--- config.mk ---
export PLATFORM = sky130hd
export DESIGN_NAME = vregfile_sb
export DESIGN_NICKNAME = d
export VERILOG_FILES = /design/src/rtl/vregfile_sb.sv
export SDC_FILE = /design/constraint.sdc
export NUM_CORES = 2
export LEC_CHECK = 0
export BUFFER_PORTS_ARGS = -buffer_cell sky130_fd_sc_hd__buf_2
export CAP_MARGIN = 20
export CELL_PAD_IN_SITES_DETAIL_PLACEMENT = 1
export CELL_PAD_IN_SITES_GLOBAL_PLACEMENT = 2
export CORE_MARGIN = 2
export CORE_UTILIZATION = 35
export DETAILED_ROUTE_END_ITERATION = 7
export PLACE_DENSITY = 0.57
export SYNTH_ARGS = -nofsm -noshare
export SYNTH_HDL_FRONTEND = slang
export SYNTH_SLANG_ARGS = --single-unit
--- constraint.sdc ---
create_clock -name clk -period 5.3 [get_ports clk]
set_input_delay 0.265 -clock clk [delete_from_list [all_inputs] [get_ports clk]]
set_output_delay 0.265 -clock clk [all_outputs]
set_load 0.01 [all_outputs]
--- src/rtl/vregfile_sb.sv ---
// vregfile_sb: parametrised vector register file for the vector pipeline.
// Per-lane masked writes, optional write-to-read forwarding, a sequenced
// zero-initialisation FSM (INIT/RUN) and a busy scoreboard for pending
// destinations. Out-of-range register indices are treated as absent.
module vregfile_sb #(
  parameter int LANES  = 4,
  parameter int DW     = 32,
  parameter int DEPTH  = 16,
  parameter bit BYPASS = 1'b1,
  localparam int AW    = $clog2(DEPTH)
) (
  input  logic                  clk,
  input  logic                  rst,
  input  logic                  clr,
  output logic                  ready,
  input  logic                  wren,
  input  logic [AW-1:0]         wraddr,
  input  logic [LANES-1:0]      wrmask,
  input  logic [LANES*DW-1:0]   wrdata,
  input  logic [AW-1:0]         readAddr1,
  input  logic [AW-1:0]         readAddr2,
  output logic [LANES*DW-1:0]   r1v,
  output logic [LANES*DW-1:0]   r2v,
  input  logic                  rsv_en,
  input  logic [AW-1:0]         rsv_addr,
  output logic                  r1busy,
  output logic                  r2busy,
  output logic                  rsv_err
);

  typedef enum logic {ST_INIT = 1'b0, ST_RUN = 1'b1} state_t;

  // Index bound widened by one bit so DEPTH itself is representable.
  localparam logic [AW:0]   DEPTH_W = (AW+1)'(DEPTH);
  localparam logic [AW-1:0] LAST_W  = AW'(DEPTH-1);
  localparam logic [AW-1:0] ONE_W   = AW'(1'b1);

  state_t               state_r, state_s;
  logic [AW-1:0]        cnt_r, cnt_s;
  logic [DEPTH-1:0]     busy_r, busy_s;
  logic                 rsv_err_r, rsv_err_s;
  logic [LANES*DW-1:0]  mem_r [DEPTH];

  logic run_s, wr_ok_s, rsv_ok_s, rd1_ok_s, rd2_ok_s, byp1_s, byp2_s;

  // Qualify requests: only honoured in RUN, with an in-range index, and not under clr.
  always_comb begin
    run_s    = (state_r == ST_RUN);
    wr_ok_s  = run_s & ~clr & wren   & ({1'b0, wraddr}    < DEPTH_W);
    rsv_ok_s = run_s & ~clr & rsv_en & ({1'b0, rsv_addr}  < DEPTH_W);
    rd1_ok_s = ({1'b0, readAddr1} < DEPTH_W);
    rd2_ok_s = ({1'b0, readAddr2} < DEPTH_W);
    byp1_s   = BYPASS & wren & run_s & (wraddr == readAddr1);
    byp2_s   = BYPASS & wren & run_s & (wraddr == readAddr2);
  end

  // FSM state register and init counter.
  always_ff @(posedge clk or posedge rst) begin
    if (rst) begin
      state_r <= ST_INIT;
      cnt_r   <= '0;
    end else begin
      state_r <= state_s;
      cnt_r   <= cnt_s;
    end
  end

  // FSM next state: walk every register once in INIT, leave RUN on clr.
  always_comb begin
    state_s = state_r;
    cnt_s   = cnt_r;
    case (state_r)
      ST_INIT: begin
        if (cnt_r == LAST_W) begin
          state_s = ST_RUN;
          cnt_s   = '0;
        end else begin
          state_s = ST_INIT;
          cnt_s   = cnt_r + ONE_W;
        end
      end
      ST_RUN: begin
        if (clr) begin
          state_s = ST_INIT;
          cnt_s   = '0;
        end else begin
          state_s = ST_RUN;
          cnt_s   = '0;
        end
      end
      default: begin
        state_s = ST_INIT;
        cnt_s   = '0;
      end
    endcase
  end

  // FSM outputs.
  always_comb begin
    ready   = (state_r == ST_RUN);
    rsv_err = rsv_err_r;
  end

  // Storage: INIT zeroes one register per cycle; RUN applies lane-masked writes.
  always_ff @(posedge clk) begin
    if (state_r == ST_INIT) begin
      mem_r[cnt_r] <= '0;
    end else if (wr_ok_s) begin
      for (int i = 0; i < LANES; i++) begin
        if (wrmask[i]) begin
          mem_r[wraddr][i*DW +: DW] <= wrdata[i*DW +: DW];
        end
      end
    end
  end

  // Scoreboard next state: reservation set beats writeback clear; flag double reservation.
  always_comb begin
    busy_s    = '0;
    rsv_err_s = 1'b0;
    if (!run_s || clr) begin
      busy_s    = '0;
      rsv_err_s = 1'b0;
    end else begin
      for (int i = 0; i < DEPTH; i++) begin
        busy_s[i] = (rsv_ok_s & (rsv_addr == AW'(i))) |
                    (busy_r[i] & ~(wr_ok_s & (wraddr == AW'(i))));
      end
      rsv_err_s = rsv_ok_s & busy_r[rsv_addr] & ~(wr_ok_s & (wraddr == rsv_addr));
    end
  end

  // Scoreboard registers.
  always_ff @(posedge clk or posedge rst) begin
    if (rst) begin
      busy_r    <= '0;
      rsv_err_r <= 1'b0;
    end else begin
      busy_r    <= busy_s;
      rsv_err_r <= rsv_err_s;
    end
  end

  // Read ports: zero during INIT or for absent registers, else stored data with per-lane forwarding.
  always_comb begin
    r1v    = '0;
    r2v    = '0;
    r1busy = 1'b0;
    r2busy = 1'b0;
    if (run_s && rd1_ok_s) begin
      r1busy = busy_r[readAddr1];
      for (int i = 0; i < LANES; i++) begin
        r1v[i*DW +: DW] = (byp1_s && wrmask[i]) ? wrdata[i*DW +: DW] : mem_r[readAddr1][i*DW +: DW];
      end
    end else begin
      r1v    = '0;
      r1busy = 1'b0;
    end
    if (run_s && rd2_ok_s) begin
      r2busy = busy_r[readAddr2];
      for (int i = 0; i < LANES; i++) begin
        r2v[i*DW +: DW] = (byp2_s && wrmask[i]) ? wrdata[i*DW +: DW] : mem_r[readAddr2][i*DW +: DW];
      end
    end else begin
      r2v    = '0;
      r2busy = 1'b0;
    end
  end

endmodule
Word-level counts from Yosys, hierarchy flattened

Memory sizes are Yosys's and may differ from the RTL's.
Cells that the tools add are included.

Add/sub/neg operators: 1
Equality and inequality tests: 34
Shift-type cells: 0
Mux-type cells: 45
Div/mod/pow operators: 0
Bitwise gates (word level): 92
Multipliers: 0
Reduce and logical (&&, ||, !) cells: 13
Magnitude comparators: 3

Operators by type and width:

| operator              | number |
|---|---|
| $mux W128             | 3 |
| $mux W32              | 8 |
| $reduce_or A128 Y1    | 1 |
| $eq A4 B4 Y1 const B  | 17 |
| $and A1 B1 Y1         | 57 |
| $eq A4 B3 Y1 const B  | 8 |
| $mux W1               | 25 |
| $not A1 Y1            | 19 |
| $eq A4 B2 Y1 const B  | 4 |
| $mux W16              | 1 |
| $or A1 B1 Y1          | 16 |
| $lt A4 B5 Y1 const B  | 3 |
| $bmux W1 S4           | 3 |
| $eq A4 B4 Y1          | 3 |
| $mux W4               | 3 |
| $eq A4 B1 Y1 const B  | 2 |
| $logic_and A1 B1 Y1   | 8 |
| $logic_not A4 Y1      | 2 |
| $pmux W4 S2           | 1 |
| $add A4 B1 Y4 const B | 1 |
| $pmux W1 S2           | 1 |
| $logic_not A1 Y1      | 1 |
| $logic_or A1 B1 Y1    | 1 |

Bits in latches: 0
Register bits after elaboration: 22
Memory bits (writable): 2048
Output and inout port bits: 260
Memories: 1
Bits of input ports: 153
Bits in read-only memories: 0

Memories:

| memory | words | width | read ports | clocked after memory_dff | write ports | line | text |
|---|---|---|---|---|---|---|---|
| mem_r  | 16    | 128   | 2          | 0                        | 1           | 42   | `logic [LANES*DW-1:0] mem_r [DEPTH];` |

Depth between registers and ports, before layout

Depth in word-level cells: 8
Depth in mapped cells: 8

Worst setup path after synthesis

OpenSTA, ideal clock, no wires.

Kind: flip-flop to flip-flop
From: register state_r (netlist: ready)
To: memory mem_r[12][64] (netlist name), enable pin
Setup slack: 1053 ps
Setup time: 461 ps
Buffers on the path: 2
Data arrival time: 3786 ps
Cell stages (with the launch flop): 7
Cells stage by stage: dfrtp_1 > nand2_1 > nor3_1 > buf_2 > mux2_2 > clkbuf_1 > nor3_1

Cells in the longest elaborated chain, start to end: 7
Elaborated cells on any way between the ends: 18
Those cells by class: mux: 15; bitwise: 2; reduce/logical: 1

Ends and longest elaborated chain:

| what                                | line | text |
|---|---|---|
| start: declaration                  | 38   | `state_t state_r, state_s;` |
| start signal: assignment            | 63   | `state_r <= state_s;` |
| $and A1 B1 Y1 (2 in a row)          | 49   | `wr_ok_s = run_s & ~clr & wren & ({1'b0, wraddr} < DEPTH_W);` |
| $mux W1                             | 108  | `end else if (wr_ok_s) begin` |
| $mux W1                             | 106  | `if (state_r == ST_INIT) begin` |
| $mux W1 (not written as such)       | 111  | `mem_r[wraddr][i*DW +: DW] <= wrdata[i*DW +: DW];` |
| $reduce_or A128 Y1 (no source line) | --   |  |
| $mux W4 (no source line)            | --   |  |
| end: declaration                    | 42   |  |

Parallel ways exist; a longest one is shown, timed or not.

Worst setup path after layout

From: register state_r (netlist: ready)
To: output r2v[118]

Cells in the longest elaborated chain, start to end: 5

Ends and longest elaborated chain:

| what                       | line | text |
|---|---|---|
| $and A1 B1 Y1 (2 in a row) | 54   | `byp2_s = BYPASS & wren & run_s & (wraddr == readAddr2);` |
| $logic_and A1 B1 Y1        | 162  | `r2v[i*DW +: DW] = (byp2_s && wrmask[i]) ? wrdata[i*DW +: DW] : mem_r[readAddr2][i*DW +: DW];` |
| $mux W32                   | 162  |  |
| $mux W128 *                | 159  | `if (run_s && rd2_ok_s) begin` |
| end: declaration           | 23   | `output logic [LANES*DW-1:0] r2v,` |

Every way passes the cells marked *; elsewhere a longest branch is shown, timed or not.

==> metrics.cfg <==
[timing]
finalMaxSlewViolations=0
hold_viol=0
rsz0062_at_grt=no
fin_skew_ps=31.1
finalSetupTns_ps=0
clock.fmax_ghz=0.250
worst_slew_pin_slew_ps=1160
min_period_over_period_pct=75.6
setup_viol=0
layout_min_cycle_time_ps=4010
slew_headroom_pct=22.7
worst_slack_ps=1290

[routing]
drt_iter0_drc=4509
totalWireLength_mm=311
firstDrtPassIters=5
dr_total_vias=54100
viasPerCell=5.94
wire_per_inst_um=34.2
ant_nets=0
drc=0

[synth]
synth_async_sr_flop_share_pct=1.06
synth_nets=5071
synth_top_cell_by_area=edfxtp_1
postSynthCellCount=4917
avgSynthCellArea_um2=19.6
netlist_area_mm2=0.0965
netlist_top_cells_area=edfxtp_1, mux4_2, a22oi_1, a22o_1, nand2_1
yosys_register_bits=2070
synth_top_area_share_pct=63.8
ys_warn_count=0
synth_edf_count=2048
ys_types=33
yosysSeqAreaShare_pct=64.3
synth_flop_cell=edfxtp_1

[clock_network]
post_cts_buffers=0
htree_levels=4
insertion_delay_ps=870
cts_made_buffers=229
ctsLongestPathBuffers=3
clk_pin_slew_worst_paths_ps=60
numClockSinks=2070
post_cts_resized=0
cts_root_buf=clkbuf_16
cts_tree=done

[place]
place_ws_ps=1720
io_buffers=412
place_congestion=0.762
hpwlAfterDp_mm=172
dpl.cell_count=8632

[global_route]
grtUsageTotal_pct=22.2
grt_pass1_wl_mm=446
antenna_found_initial=29
first_global_vias=59500
grt_max_degree=132
grt_overflow=0

[power_and_ir_drop]
irDropWorstVdd_mv=0.349
clockPowerShare_pct=33.2
leakage_nw=36.7
pwr-share-comb_pct=19.3
p_sw_share_pct=28.5
powerDensity_mw_per_mm2=418
p_seq_share_pct=47.5
total_power_mw=46.4
p_int_mw=33.1
power.switching_mw=13.2

[worst_setup_path]
r2r_end=mem_r[8][45]
required_ps=5040
startpoint_type=flop
ff2ff_path_depth=6
critPathCapture=r2v[118]
r2r_setup_slack_ps=2060
r2r-start=ready
path_max_fanout=32
arrival_ps=3740
crit_start=ready
path_class=reg2out
cp-end-kind=primary output

[final_layout]
synthToLayoutAreaGrowth_pct=15.0
final_cells=9103
drive_gt1_share_pct=36.5
nets=5477

[floorplan]
core_area_mm2=0.274
fp.dieW_um=529
die-area_mm2=0.280
io_pins=413
start_util_pct=35.2
die_h_um=529
row_count=192

[min_path]
holdCritPathClass=in2reg
hp-start=wrdata[16]

[status]
status=complete, no violations

[job]
max_cap_viol_count=0

## area by class of cell
class	instances	area, um2
antenna	8	20.0
clock buffer	287	6010
clock inverter	127	1120
fill	26000	163000
inverter	3	11.3
multi-input combinational	2405	33100
sequential	2070	62000
tap	3589	4490
timing repair buffer	614	4190
## power groups by stage
| stage | sequential, mW | clock, mW | combinational [mW] |
|---|---|---|---|
| floorplan | 22.1 | 0 | 5.11 |
| global placement | 22.2 | 0 | 9.05 |
| detailed placement | 22.4 | 0 | 9.09 |
| CTS | 22.0 | 15.8 | 9.14 |
| global route | 22.3 | 16.4 | 9.49 |
| finish | 22.0 | 15.4 | 8.94 |
## logic make-up (layout without fill, tap and decap cells)
group	count (synthesis)	after routing	synth area share, %
DFF	2070	2070	64.3
muxes	1047	1047	24.3
AOI/OAI and AO/OA	815	815	6.57
and+or+nand+nor	529	529	2.61
buffers and inverters	442	1031	2.01
xor gates and xnor gates	13	13	0.118
adders and majority gates	1	1	0.0130
other	0	8	0
## Yosys cell counts, types with 4 or more instances
master / n
a22oi_1: 513
and3_1: 9
dfrtp_1: 22
nor2b_1: 13
mux4_2: 1039
nor3b_1: 4
a22o_1: 256
nand3_1: 6
buf_4: 36
clkbuf_1: 264
mux2i_1: 6
xor2_1: 10
and2_1: 134
a31oi_1: 8
edfxtp_1: 2048
nor2_1: 11
buf_1: 33
buf_2: 104
nand2_1: 275
nand2b_1: 4
a21oi_1: 20
o21ai_0: 18
nor3_1: 67
## flip-flops by register name, indices dropped and copies added, names as in the netlist
name and count:
mem_r 2048, busy_r 16, cnt_r 4, ready 1, rsv_err 1
## metrics by stage
| stage | instance area [um2] | hold WS, ps | util, % |
|---|---|---|---|
| final | 111000 | 65.0 | 40.5 |
| after floorplan | 96500 | 254 | - |
| after global routing | 111000 | 58.5 | 40.5 |
| after detailed placement | 103000 | 535 | 37.7 |
| after CTS | 111000 | 2.64 | 40.5 |
| after global placement | 103000 | 521 | 37.7 |
## metal layers
metal	up-vias	GRT usage [%]	routed length, um
li1	22300	-	-
met3	407	3.35	16600
met5	-	0	0
met4	0	6.30	8280
met2	1511	38.2	158000
met1	29800	29.1	128000
## cells in the final DEF, fill, tap and decap left out, drive strengths merged, types with 20 or more instances in the layout
cell type / Yosys / final
a22oi: 513 / 513
edfxtp: 2048 / 2048
nor3: 69 / 69
a21oi: 20 / 20
nand2: 275 / 275
dfrtp: 22 / 22
a22o: 256 / 256
mux4: 1039 / 1039
clkinv: 0 / 99
and2: 134 / 134
buf: 175 / 567
clkbuf: 264 / 287
dlygate4sd3: 0 / 47
## worst min-delay path by stage
stage                   end  depth (start not counted)  slack [ps]
5_1_grt        mem_r[2][41]                          2          60
2_1_floorplan     busy_r[0]                          1         250
6_report       mem_r[1][16]                          2          70
3_3_place_gp       cnt_r[0]                          1         520
3_5_place_dp       cnt_r[0]                          1         530
4_1_cts        mem_r[8][78]                          2           3
## critical path: stages (launching register included)
cell,delay [ps]
dfrtp_1,350
nand2_1,110
nor2_1,890
and3_2,1080
a22o_1,300
buf_2,140
## timing repair
item / CTS / global route
endpoints found under the setup margin: 0 / 0
hold endpoints to repair: 503 / 0
hold buffers: 47 / 0
Note: power is estimated with default switching activity, not from simulation.
